==> config.mk <==
export PLATFORM = sky130hd
export DESIGN_NAME = adder_nbit_seq
export DESIGN_NICKNAME = d
export VERILOG_FILES = /design/src/rtl/adder_pkg.sv /design/src/rtl/adder_chunk.sv /design/src/rtl/adder_nbit_seq.sv
export SDC_FILE = /design/constraint.sdc
export NUM_CORES = 1
export LEC_CHECK = 0
export CAP_MARGIN = 40
export CORE_ASPECT_RATIO = 0.5
export CORE_UTILIZATION = 30
export DETAILED_ROUTE_END_ITERATION = 12
export SLEW_MARGIN = 20
export SYNTH_ARGS = -nofsm -noshare
export SYNTH_HDL_FRONTEND = slang
export SYNTH_SLANG_ARGS = --single-unit
==> constraint.sdc <==
create_clock -name i_clk -period 3.4 [get_ports i_clk]
set_input_delay 0.51 -clock i_clk [delete_from_list [all_inputs] [get_ports i_clk]]
set_output_delay 0.51 -clock i_clk [all_outputs]
set_load 0.02 [all_outputs]
==> src/rtl/adder_pkg.sv <==
// -----------------------------------------------------------------------------
// adder_pkg
// Shared definitions for the chunk-serial adder/subtractor (adder_nbit_seq).
//   - DEFAULT_WIDTH / DEFAULT_CHUNK : default operand width and bits per cycle
//   - state_e                       : FSM state encoding (IDLE, RUN, DONE)
// No ports (package).
// -----------------------------------------------------------------------------
package adder_pkg;

    localparam int DEFAULT_WIDTH = 16;
    localparam int DEFAULT_CHUNK = 4;

    typedef enum logic [1:0] {
        IDLE = 2'd0,
        RUN  = 2'd1,
        DONE = 2'd2
    } state_e;

endpackage : adder_pkg

==> src/rtl/adder_chunk.sv <==
// -----------------------------------------------------------------------------
// adder_chunk
// Purely combinational CHUNK-bit ripple-carry adder.
// Ports:
//   a, b  [CHUNK-1:0] in  : addends
//   cin              in  : carry in
//   sum  [CHUNK-1:0] out : a + b + cin (low CHUNK bits)
//   cout             out : carry out of the top bit
// -----------------------------------------------------------------------------
module adder_chunk #(
    parameter int CHUNK = 4
) (
    input  logic [CHUNK-1:0] a,
    input  logic [CHUNK-1:0] b,
    input  logic             cin,
    output logic [CHUNK-1:0] sum,
    output logic             cout
);

    logic [CHUNK:0] carry;

    always_comb begin
        carry    = '0;
        sum      = '0;
        carry[0] = cin;
        for (int i = 0; i < CHUNK; i++) begin
            sum[i]       = a[i] ^ b[i] ^ carry[i];
            carry[i + 1] = (a[i] & b[i]) | (carry[i] & (a[i] ^ b[i]));
        end
        cout = carry[CHUNK];
    end

endmodule : adder_chunk

==> src/rtl/adder_nbit_seq.sv <==
// -----------------------------------------------------------------------------
// adder_nbit_seq
// Chunk-serial WIDTH-bit adder/subtractor. One CHUNK-bit slice is added per
// clock, LSB slice first, with the carry kept in a flop between slices, so an
// operation spends exactly N = WIDTH/CHUNK cycles in RUN followed by one DONE
// cycle in which o_done pulses.
// Optional feature: define ADDER_SEQ_OVF_EN to build the signed-overflow flag;
// otherwise o_ovf is tied to 0.
// Ports:
//   i_clk, i_rst        : clock, synchronous active-high reset
//   i_start             : start request, taken only while o_busy == 0
//   i_sub               : 0 add, 1 subtract
//   i_a, i_b [WIDTH]    : operands
//   i_cin               : carry-in (add) / borrow-in (subtract)
//   o_busy              : operation in progress (RUN)
//   o_done              : one-cycle result-valid pulse (DONE)
//   o_sum [WIDTH]       : result
//   o_cout              : carry-out (add) / not-borrow (subtract)
//   o_ovf               : signed overflow
// -----------------------------------------------------------------------------
module adder_nbit_seq
    import adder_pkg::*;
#(
    parameter int WIDTH = DEFAULT_WIDTH,
    parameter int CHUNK = DEFAULT_CHUNK
) (
    input  logic             i_clk,
    input  logic             i_rst,
    input  logic             i_start,
    input  logic             i_sub,
    input  logic [WIDTH-1:0] i_a,
    input  logic [WIDTH-1:0] i_b,
    input  logic             i_cin,
    output logic             o_busy,
    output logic             o_done,
    output logic [WIDTH-1:0] o_sum,
    output logic             o_cout,
    output logic             o_ovf
);

    // Guard against a CHUNK of zero before dividing.
    localparam int N     = (CHUNK >= 1) ? WIDTH / CHUNK : 1;
    localparam int IDX_W = (N > 1) ? $clog2(N) : 1;
    localparam logic [IDX_W-1:0] LAST_IDX = IDX_W'(N - 1);
    localparam int MSB   = WIDTH - 1;

    if (CHUNK < 1) begin : g_bad_chunk
        $error("adder_nbit_seq: CHUNK must be >= 1");
    end else if (WIDTH % CHUNK != 0) begin : g_bad_width
        $error("adder_nbit_seq: WIDTH must be a multiple of CHUNK");
    end

    state_e           state_q, state_d;
    logic [IDX_W-1:0] idx_q, idx_d;
    logic [WIDTH-1:0] a_q, a_d;
    logic [WIDTH-1:0] b_q, b_d;       // effective B (already inverted for subtract)
    logic [WIDTH-1:0] sum_q, sum_d;
    logic             carry_q, carry_d;
    logic             cout_q, cout_d;

    logic             accept;
    logic             run_last;
    int               chunk_lsb;
    logic [CHUNK-1:0] chunk_a;
    logic [CHUNK-1:0] chunk_b;
    logic [CHUNK-1:0] chunk_sum;
    logic             chunk_cout;

    // A start is only taken while not busy; RUN ignores i_start entirely.
    assign accept   = i_start && (state_q != RUN);
    assign run_last = (state_q == RUN) && (idx_q == LAST_IDX);

    // ---------------- chunk datapath ----------------
    always_comb begin
        chunk_lsb = int'(idx_q) * CHUNK;
        chunk_a   = a_q[chunk_lsb +: CHUNK];
        chunk_b   = b_q[chunk_lsb +: CHUNK];
    end

    adder_chunk #(.CHUNK(CHUNK)) u_chunk (
        .a    (chunk_a),
        .b    (chunk_b),
        .cin  (carry_q),
        .sum  (chunk_sum),
        .cout (chunk_cout)
    );

    // ---------------- FSM: state register ----------------
    always_ff @(posedge i_clk) begin
        if (i_rst) begin
            state_q <= IDLE;
        end else begin
            state_q <= state_d;
        end
    end

    // ---------------- FSM: next state ----------------
    always_comb begin
        state_d = state_q;
        case (state_q)
            IDLE:    if (i_start) state_d = RUN;
            RUN:     if (idx_q == LAST_IDX) state_d = DONE;
            DONE:    state_d = i_start ? RUN : IDLE;
            default: state_d = IDLE;
        endcase
    end

    // ---------------- FSM: outputs ----------------
    always_comb begin
        o_busy = (state_q == RUN);
        o_done = (state_q == DONE);
    end

    // ---------------- datapath next values ----------------
    // Subtract is A + ~B + !cin: B and the carry are inverted once at accept
    // so the RUN cycles are identical for both modes.
    always_comb begin
        a_d     = a_q;
        b_d     = b_q;
        sum_d   = sum_q;
        carry_d = carry_q;
        cout_d  = cout_q;
        idx_d   = idx_q;
        if (accept) begin
            a_d     = i_a;
            b_d     = i_sub ? ~i_b : i_b;
            carry_d = i_sub ? ~i_cin : i_cin;
            idx_d   = '0;
        end else if (state_q == RUN) begin
            sum_d[chunk_lsb +: CHUNK] = chunk_sum;
            carry_d = chunk_cout;
            if (run_last) begin
                cout_d = chunk_cout;
                idx_d  = '0;
            end else begin
                idx_d = idx_q + IDX_W'(1);
            end
        end
    end

    always_ff @(posedge i_clk) begin
        if (i_rst) begin
            idx_q   <= '0;
            a_q     <= '0;
            b_q     <= '0;
            sum_q   <= '0;
            carry_q <= 1'b0;
            cout_q  <= 1'b0;
        end else begin
            idx_q   <= idx_d;
            a_q     <= a_d;
            b_q     <= b_d;
            sum_q   <= sum_d;
            carry_q <= carry_d;
            cout_q  <= cout_d;
        end
    end

    assign o_sum  = sum_q;
    assign o_cout = cout_q;

    // ---------------- optional signed overflow ----------------
`ifdef ADDER_SEQ_OVF_EN
    logic ovf_q, ovf_d;

    // Operands of equal sign whose result sign differs; the result MSB comes
    // straight from the top chunk in its final RUN cycle.
    always_comb begin
        ovf_d = ovf_q;
        if (run_last) begin
            ovf_d = (a_q[MSB] == b_q[MSB]) && (chunk_sum[CHUNK-1] != a_q[MSB]);
        end
    end

    always_ff @(posedge i_clk) begin
        if (i_rst) begin
            ovf_q <= 1'b0;
        end else begin
            ovf_q <= ovf_d;
        end
    end

    assign o_ovf = ovf_q;
`else
    assign o_ovf = 1'b0;
`endif

endmodule : adder_nbit_seq

==> metrics.md <==
| Metric | Value |
|---|---|
| Most used flip-flop cell after synthesis | sky130_fd_sc_hd__dfxtp_1 |
| Number of enable-type register cells in the synthesized netlist | 0 |
| Vertical die dimension | between 60 and 70 um |
| Via count of the first global-routing pass | 2219 |
| Setup WS post-layout | 0.388 ns |
| Largest net degree at the start of global routing | 39 |
| Total Nets Final | between 300 and 400 |
| Clock edge transition at the registers on the reported setup and hold paths | ~0.07 ns |
| Largest cells by area after synthesis | sky130_fd_sc_hd__dfxtp_1 39%, sky130_fd_sc_hd__a21oi_1 6.9%, sky130_fd_sc_hd__mux4_2 6.6% |
| Max-cap violation count | 0 |
| Overall Global Routing Usage | 14.4% |
| Max-slew violation count | 0 |
| Sequential share of the synthesized area | about 39% |
| Total area of multi-input combinational cells | 1420 sq um |
| Hold-fix buffer count after cts | 0 |
| Flip-flop and latch area | approximately 1100 sq um |
| Critical path launch point type | register |
| Share of synthesized area spent on multiplexers | 6.56% |
| Filler instances | between 800 and 900 |
| Highest ir drop seen on vdd | 173 uV |
| Setup skew after layout | a little over 0.01 ns |
| Total setup buffers inserted after CTS | 0 |
| Yosys warning count | 0 |
| Maximum clock frequency | 332 MHz |
| Die area | 9560 sq um |
| Final min period | 3.01 ns |
| Maximum clock path buffer count | 2 |
| Hold Violations, Final | 0 |
| Iteration count of the initial detailed-routing pass | 4 |
| Ant diodes | 0 |
| Worst setup slack for register-to-register paths | a little under 0.4 ns |
| Worst endpoint data arrival time | 3.21 ns |
| Worst slack at placement | 0.443 ns |
| Count leader, synth | sky130_fd_sc_hd__dfxtp_1 |
| Ratio of final minimum period to clock period | 88.6% |
| Final wirelength | 6.43 mm |
| Measured slew at the worst slew-check pin | 0.666 ns |
| Number of antenna violations at the first check in global routing | 0 |
| Required @ worst endpoint | 3.60 ns |
| Synth-to-Final Area Change | 26.5% |
| Number of setup violations in the final report | 0 |
| TritonCTS clock tree | done |
| First-pass GRT wire length | 10.8 mm |
| Run status | finished clean |
| Total DRC errors in the routed layout | 0 |
| Area leader, netlist | sky130_fd_sc_hd__dfxtp_1 |
| Largest fanout of any net on the critical path | 6 |
| Width of the die | 137 um |
| Post-synth ARST share | 0% |
| Yosys top cell area share | 39.4% |
| Total power after layout | 1490 uW |
| Post-synthesis register bit count | 54 |
| Dominant combinational cell family by area after synthesis | compound AO/OA/AOI/OAI gates |
| Antenna-violating nets left | 0 |
| Post-synthesis adder-cell area fraction | about 5.7% |
| Kind of critical path | reg -> reg |
| Port Buffers | 55 |
| Final global-route overflow total | 0 |
| Sum of negative setup slack | 0 ns |
| Cell at the root of the clock tree | sky130_fd_sc_hd__clkbuf_16 |
| Insertion delay of the later-clocked pin in the worst-skew pair | approximately 0.3 ns |
| XOR/XNOR share of the synthesized area | 5.42% |
| Number of placed I/O pins | between 50 and 60 |
| Clock net sink count | 54 |
| Layout cells sized above 1 | 13.7% |
| Hpwl dp | 4.58 mm |
| Via total after detailed routing | ~2200 |
| Tightest slew margin relative to the limit | between 50% and 60% |
| Post-Syn Nets | 324 |
| Count of cells resized by post-cts repair | 0 |
| Mean instance size in the synthesized netlist | 9.91 sq um |
| Unrepaired setup endpoints after global routing | no |
| Share of the synthesized area in compound gates (AO/OA/AOI/OAI) | 21.2% |
| Via density per instance | ~4.9 |
| Class of the tightest hold or removal check | reg -> reg |
| Final RePlAce weighted congestion | 0.773 |
| DRC marker count from the first detailed-route iteration | 115 |
| Syn Std Cell Area | 2750 sq um |
| Cell types with the highest counts after synthesis | 54 x sky130_fd_sc_hd__dfxtp_1, 38 x sky130_fd_sc_hd__a21oi_1, 19 x sky130_fd_sc_hd__nand3_1, 17 x sky130_fd_sc_hd__inv_1, 17 x sky130_fd_sc_hd__xnor2_1 |
| Cell variety after synth | 41 |
| Average wire per standard cell | 14.7 um |
| Core Rows | 24 |
| Leak Pwr | 0.00118 uW |
| Category of the worst setup path capture point | register |
| H-tree depth | 2 |
| Core area | 8800 sq um |
| Mapped Cells | approximately 280 |
| Initial Util | 31.2% |
| PwrDens | 429 nW/um^2 |
| Area share of and/or/nand/nor cells after synthesis | 12.8% |
| Number of buffers created by CTS | 5 |
==> power breakdown <==
| part | total (uW) | switching, uW | leakage, uW | internal, uW |
|---|---|---|---|---|
| clock network | 520 | 243 | 0.0000704 | 277 |
| registers | 690 | 22.7 | 0.000442 | 668 |
| logic | 281 | 146 | 0.000663 | 135 |
| total | 1490 | 412 | 0.00118 | 1080 |
==> cell usage in the layout, fill, tap and decap left out, types with 5 or more instances in the layout <==
cell	synthesis	layout
sky130_fd_sc_hd__nand3_1	19	19
sky130_fd_sc_hd__a21oi_1	38	38
sky130_fd_sc_hd__nand2b_1	7	7
sky130_fd_sc_hd__inv_1	17	17
sky130_fd_sc_hd__clkbuf_16	0	5
sky130_fd_sc_hd__buf_4	6	6
sky130_fd_sc_hd__nand2_1	7	7
sky130_fd_sc_hd__o21ai_1	16	16
sky130_fd_sc_hd__a211oi_2	11	11
sky130_fd_sc_hd__xnor2_1	17	17
sky130_fd_sc_hd__dfxtp_1	54	54
sky130_fd_sc_hd__ha_1	6	6
sky130_fd_sc_hd__o32ai_1	12	12
sky130_fd_sc_hd__mux4_2	8	8
sky130_fd_sc_hd__a211oi_1	5	5
sky130_fd_sc_hd__clkdlybuf4s50_1	0	54
==> final cells by class <==
type | count | share of cell area, %
Clock buffer | 5 | 3.60
Tap cell | 117 | 4.21
Clock inverter | 3 | 0.720
Sequential cell | 54 | 31.1
Inverter | 20 | 2.38
Multi-Input combinational cell | 178 | 41.0
Timing Repair Buffer | 61 | 17.0
==> registers in the layout (all words and copies together), names as in the netlist <==
signal / cells
o_cout: 1
state_q: 2
o_sum: 16
b_q: 16
a_q: 16
idx_q: 2
carry_q: 1
==> worst max-delay path: stages, from the launching register on <==
cell and delay (ns):
sky130_fd_sc_hd__dfxtp_1 0.52, sky130_fd_sc_hd__mux4_2 0.54, sky130_fd_sc_hd__inv_1 0.08, sky130_fd_sc_hd__fa_1 0.16
sky130_fd_sc_hd__inv_1 0.05, sky130_fd_sc_hd__fa_1 0.36, sky130_fd_sc_hd__inv_1 0.08, sky130_fd_sc_hd__fa_1 0.15
sky130_fd_sc_hd__inv_1 0.05, sky130_fd_sc_hd__fa_1 0.52, sky130_fd_sc_hd__nand2b_1 0.11, sky130_fd_sc_hd__o32ai_1 0.31
==> per-layer routing <==
metal / wire length, um / global-route usage (%) / part of all wire [%] / vias to the layer above
met2: 3160 / 23.8 / 49 / 41
met5: 0 / 0 / 0 / -
met3: 253 / 3.22 / 3.9 / 9
met4: 80 / 4.15 / 1.2 / 0
li1: - / - / - / 1071
met1: 2940 / 18.6 / 46 / 1043
==> logic make-up (layout without fill, tap and decap cells) <==
kind of cell / Yosys count / after routing
mux: 8 / 8
other cells: 1 / 1
simple gates: 56 / 56
compound gates: 86 / 86
fa+ha+maj: 10 / 10
flops: 54 / 54
xor+xnor: 17 / 17
buf+inv: 45 / 89
==> metrics by stage <==
stage | util, % | area, sq um | hold WS [ns] | std cells
final | 39.5 | 3470 | 0.460 | 438
after global routing | 39.5 | 3470 | 0.484 | 438
after CTS | 39.5 | 3470 | 0.463 | 438
after detailed placement | 37.8 | 3320 | 0.453 | 430
after global placement | 37.8 | 3320 | 0.445 | 430
after floorplan | - | 2750 | 0.456 | 277
==> final timing paths <==
path,from,to,cells past startpoint
setup / recovery,idx_q[0],o_sum[11],11
hold / removal,o_sum[4],o_sum[4],2
setup reg to reg,idx_q[0],o_sum[11],11
hold reg to reg,o_sum[4],o_sum[4],2
(Power assumes the default switching activity.)
